[config.mk]
export PLATFORM = sky130hd
export DESIGN_NAME = instr_fetch
export DESIGN_NICKNAME = d
export VERILOG_FILES = /design/src/rtl/instr_fetch.sv
export SDC_FILE = /design/constraint.sdc
export NUM_CORES = 1
export LEC_CHECK = 0
export ABC_AREA = 0
export ABC_CLOCK_PERIOD_IN_PS = 5550
export BUFFER_PORTS_ARGS = -buffer_cell sky130_fd_sc_hd__buf_2
export CORE_MARGIN = 2
export CORE_UTILIZATION = 55
export CTS_BUF_LIST = sky130_fd_sc_hd__clkbuf_4 sky130_fd_sc_hd__clkbuf_8 sky130_fd_sc_hd__clkbuf_16
export DETAILED_ROUTE_END_ITERATION = 10
export PLACE_DENSITY_LB_ADDON = 0.08
export SLEW_MARGIN = 20
export SYNTH_ARGS = -nofsm -noshare
export SYNTH_HDL_FRONTEND = slang
export SYNTH_SLANG_ARGS = --single-unit
[constraint.sdc]
create_clock -name clk_i -period 5.55 [get_ports clk_i]
set_input_delay 0.8325 -clock clk_i [delete_from_list [all_inputs] [get_ports clk_i]]
set_output_delay 0.8325 -clock clk_i [all_outputs]
set_load 0.05 [all_outputs]
[src/rtl/instr_fetch.sv]
// Instruction fetch front end: credit-limited request issue, in-order response
// tagging, 2-entry instruction queue to decode, redirect flush with stale-response drop.
module instr_fetch #(
   parameter logic [31:0] RESET_PC = 32'h0000_0000
) (
   input  logic        clk_i,
   input  logic        rst_i,
   output logic        imem_req_o,
   output logic [31:0] imem_addr_o,
   input  logic        imem_ready_i,
   input  logic        imem_rvalid_i,
   input  logic [31:0] imem_rdata_i,
   input  logic        redirect_i,
   input  logic [31:0] redirect_pc_i,
   input  logic        id_stall_i,
   output logic        instr_valid_o,
   output logic [31:0] instr_o,
   output logic [31:0] pc_o
);

   localparam logic [31:0] NOP = 32'h0000_0013;

   logic [31:0] fetch_pc;
   logic [31:0] fifo_pc    [2];
   logic [31:0] fifo_instr [2];
   logic        rd_ptr;
   logic        wr_ptr;
   logic [1:0]  count;
   logic [1:0]  outstanding;
   logic [1:0]  drop;

   logic        issue;
   logic        resp;
   logic        push;
   logic        pop;
   logic [1:0]  live;
   logic [31:0] resp_pc;
   logic [31:0] redirect_target;

   // Dropped requests are always the oldest in flight, so the oldest live request
   // sits 'live' words behind fetch_pc; this replaces an explicit tag queue.
   assign live    = outstanding - drop;
   assign resp_pc = fetch_pc - {28'b0, live, 2'b00};

   assign redirect_target = redirect_pc_i & ~32'd3;

   assign imem_req_o  = !rst_i && !redirect_i &&
                        (({1'b0, outstanding} + {1'b0, count}) < 3'd2);
   assign imem_addr_o = fetch_pc;

   assign issue = imem_req_o && imem_ready_i;
   assign resp  = imem_rvalid_i && (outstanding != 2'd0);
   assign push  = resp && (drop == 2'd0);

   assign instr_valid_o = !rst_i && (count != 2'd0);
   assign instr_o       = instr_valid_o ? fifo_instr[rd_ptr] : NOP;
   assign pc_o          = instr_valid_o ? fifo_pc[rd_ptr] : 32'h0;
   assign pop           = instr_valid_o && !id_stall_i;

   always_ff @(posedge clk_i) begin
      if (rst_i) begin
         fetch_pc    <= RESET_PC;
         rd_ptr      <= 1'b0;
         wr_ptr      <= 1'b0;
         count       <= 2'd0;
         outstanding <= 2'd0;
         drop        <= 2'd0;
      end else if (redirect_i) begin
         // Everything still in flight becomes stale; older drops are subsumed.
         fetch_pc    <= redirect_target;
         rd_ptr      <= 1'b0;
         wr_ptr      <= 1'b0;
         count       <= 2'd0;
         outstanding <= outstanding - {1'b0, resp};
         drop        <= outstanding - {1'b0, resp};
      end else begin
         if (issue)
            fetch_pc <= fetch_pc + 32'd4;
         outstanding <= outstanding + {1'b0, issue} - {1'b0, resp};
         if (resp && (drop != 2'd0))
            drop <= drop - 2'd1;
         if (push)
            wr_ptr <= !wr_ptr;
         if (pop)
            rd_ptr <= !rd_ptr;
         count <= count + {1'b0, push} - {1'b0, pop};
      end
   end

   // Queue storage needs no reset: count alone qualifies the entries.
   always_ff @(posedge clk_i) begin
      if (push) begin
         fifo_pc[wr_ptr]    <= resp_pc;
         fifo_instr[wr_ptr] <= imem_rdata_i;
      end
   end

endmodule

==> results.sh <==
export IMPL_status="complete, no violations"
export IMPL_seq_area_frac_synth_pct=59.0
export IMPL_met3_usage_pct=5.76
export IMPL_crit_path_start="rst_i"
export IMPL_hold_viol=0
export IMPL_path_class="in2out"
export IMPL_power_frac_clock_pct=35.4
export IMPL_overflow=0
export IMPL_clkSinkCount=163
export IMPL_cts_made_buffers=17
export IMPL_power_density_mw_per_mm2=375
export IMPL_rows=43
export IMPL_place_congestion=0.833
export IMPL_final_common_cell="buf_2"
export IMPL_p_switching_uw=950
export IMPL_finalCriticalPeriod_ns=3.74
export IMPL_syn_inst=645
export IMPL_cts_root_buf="clkbuf_16"
export IMPL_critPathMostFrequentCell="buf_2"
export IMPL_gr_usage_met2_pct=35.2
export IMPL_critPathCaptureType="output port"
export IMPL_intPower_uw=2470
export IMPL_num_antenna_cells=0
export IMPL_drive_above_1_share_pct=26.9
export IMPL_layout_cells_non_filler=975
export IMPL_crit_end="instr_o[14]"
export IMPL_cp_required_ns=4.72
export IMPL_drv_cap=0
export IMPL_dr_total_vias=5320
export IMPL_yosys_area_top_type="edfxtp_1"
export IMPL_htreeDepth=4
export IMPL_multi_input_comb_area_mm2=0.00286
export IMPL_startpoint_type="input port"
export IMPL_dr_pass1_iters=4
export IMPL_maxSlewViolCount=0
export IMPL_max_freq_ghz=0.268
export IMPL_p_leak_uw=0.00350
export IMPL_tightest_slew_ns=1.09
export IMPL_synth_edf_count=124
export IMPL_ff2ff_path_depth=12
export IMPL_yosys_area_top_type_share_pct=48.7
export IMPL_ioPinCount=168
export IMPL_crit_arrival_ns=2.90
export IMPL_r2r_start="outstanding[0]$_SDFF_PP0_"
export IMPL_cts_max_path_buffers=2
export IMPL_start_util_pct=55.7
export IMPL_seqCellArea_mm2=0.00451
export IMPL_wl_mm=16.0
export IMPL_yosys_cell_types_count=50
export IMPL_cts_tree="yes"
export IMPL_synth_main_ff_cell="edfxtp_1"
export IMPL_power_frac_seq_pct=45.8
export IMPL_worstPathCellList="buf_2, or2_2, buf_4, nor2_1, buf_2"
export IMPL_wire_per_inst_um=16.4
export IMPL_finalSetupTns_ns=0
export IMPL_peakVddDrop_mv=0.220
export IMPL_timing_rr_end="outstanding[1]$_SDFF_PP0_"
export IMPL_skew_ns=0.00736
export IMPL_use_met1_pct=29.5
export IMPL_r2r_setup_slack_ns=1.93
export IMPL_syn_area_per_cell_um2=11.8
export IMPL_async_reset_ff_share_pct=0
export IMPL_postCtsSetupRepairBufs=0
export IMPL_crit_cells=5
export IMPL_clk_pin_slew_ns=0.06
export IMPL_swShare_pct=27.8
export IMPL_final_cell_mix="buf_2 (161), edfxtp_1 (124), nor2_1 (95), mux2i_1 (64), xor2_1 (40)"
export IMPL_pwr_share_comb_pct=18.8
export IMPL_holdWs_ns=0.523
export IMPL_grt_pass1_vias=5068
export IMPL_dieArea_mm2=0.0148
export IMPL_drtIter0Drc=408
export IMPL_cts_resized=0
export IMPL_grt_max_degree=63
export IMPL_clk_latency_ns=0.42
export IMPL_vias_per_cell=5.46
export IMPL_postLayoutCoreUtil_pct=66.4
export IMPL_slowest_delay_ns=0.88
export IMPL_io_buffers=161
export IMPL_netlist_area_mm2=0.00764
export IMPL_die_x_um=122
export IMPL_die_h_um=122
export IMPL_fin_nets=864
export IMPL_cts_hold_buf=0
export IMPL_critPathMaxFanout=48
export IMPL_grt_busiest_layer="met2"
export IMPL_remaining_drc_errors=0
export IMPL_place_inst=942
export IMPL_area_growth_pct=19.3
export IMPL_ys_top_cells_by_area="edfxtp_1 (49%), dfxtp_1 (10%), mux2i_1 (8.4%)"
export IMPL_grt_setup_unrepaired="false"
export IMPL_grt_util_all_layers_pct=22.0
export IMPL_hold_path_class="reg2reg"
export IMPL_place_hpwl_mm=10.7
export IMPL_critPathTopFamily="buffers and inverters"
export IMPL_core_region_area_mm2=0.0137
export IMPL_fillers=1062
export IMPL_yosysWarnings=0
export IMPL_cpMaxStageDelayCell="or2_2"
export IMPL_antenna_found_initial=0
export IMPL_finalCritPeriodShare_pct=67.3
export IMPL_slew_headroom_pct=27.5
export IMPL_synth_seq_cells=163
export IMPL_cp_num_buf_inv=3
export IMPL_finalSetupViolCount=0
export IMPL_ant_nets=0
export IMPL_grt_pass1_wl_mm=25.0
==> cells by family after synthesis <==
kind of cell             Yosys count  synth area share, %
other                              1               0.0491
adder cells (fa/ha/maj)           12                 2.16
multiplexers                      64                 8.39
flip-flops                       163                 59.0
AND/OR/NAND/NOR                  229                 15.1
buffers and inverters             64                 3.95
XOR/XNOR                          64                 7.34
AO/OA/AOI/OAI                     48                 4.08
==> tightest hold or removal path, cell delays in order, from the launching register on <==
cell and delay (ns):
dfxtp_1 0.32, xnor2_1 0.08, nor2_1 0.08
==> final cells by class <==
type,count,area share (%)
clock buffer,20,4.98
clock inverter,12,1.80
inverter,14,0.577
multi-input combinational,421,31.4
sequential,163,49.5
tap,180,2.47
timing repair buffer,165,9.31
==> synthesized netlist by cell type (all sizes together) (11+ instances only) <==
cell,count
nand2,36
xor2,40
mux2i,64
nand3,14
inv,14
edfxtp,124
buf,16
nand4,14
dfxtp,39
a21oi,11
clkbuf,34
xnor2,24
nor2,97
nor3,21
a211oi,14
==> worst min-delay path by stage <==
stage,startpoint,end,slack (ns),cells past startpoint
global route,rd_ptr$_SDFFE_PP0P_,flop,0.55,2
floorplan,rd_ptr$_SDFFE_PP0P_,flop,0.48,2
CTS,rd_ptr$_SDFFE_PP0P_,flop,0.53,2
finish,rd_ptr$_SDFFE_PP0P_,flop,0.52,2
global placement,rd_ptr$_SDFFE_PP0P_,rd_ptr$_SDFFE_PP0P_,0.50,2
detailed placement,rd_ptr$_SDFFE_PP0P_,flop,0.51,2
==> power groups by stage <==
stage / combinational (uW) / sequential, uW / clock, uW
after CTS: 634 / 1570 / 1230
after global placement: 613 / 1590 / 0
after detailed placement: 632 / 1590 / 0
after global routing: 707 / 1580 / 1280
final: 641 / 1570 / 1210
after floorplan: 445 / 1620 / 0
==> registers in the layout, summed over array words and instances, names as in the netlist, named ones only <==
name	count
count	2
outstanding	2
drop	2
fifo_pc	60
fifo_instr	64
wr_ptr	1
rd_ptr	1
imem_addr_o	30
==> per-stage QoR <==
stage,total power [uW],worst slack (ns),cell area [um2]
after floorplan,2060,1.36,7650
after global routing,3560,1.64,9110
after CTS,3430,1.79,9090
after global placement,2200,1.81,8470
after detailed placement,2220,1.79,8470
final,3420,1.81,9110
==> layer usage <==
layer  share of wire [%]  wire (um)  vias to the layer above
met2                  48       7700                      194
met4                 1.4        229                        0
met3                 6.7       1070                       21
met1                  44       6980                     2523
met5                   0          0                        -
li1                    -          -                     2582
(Power assumes the default switching activity.)
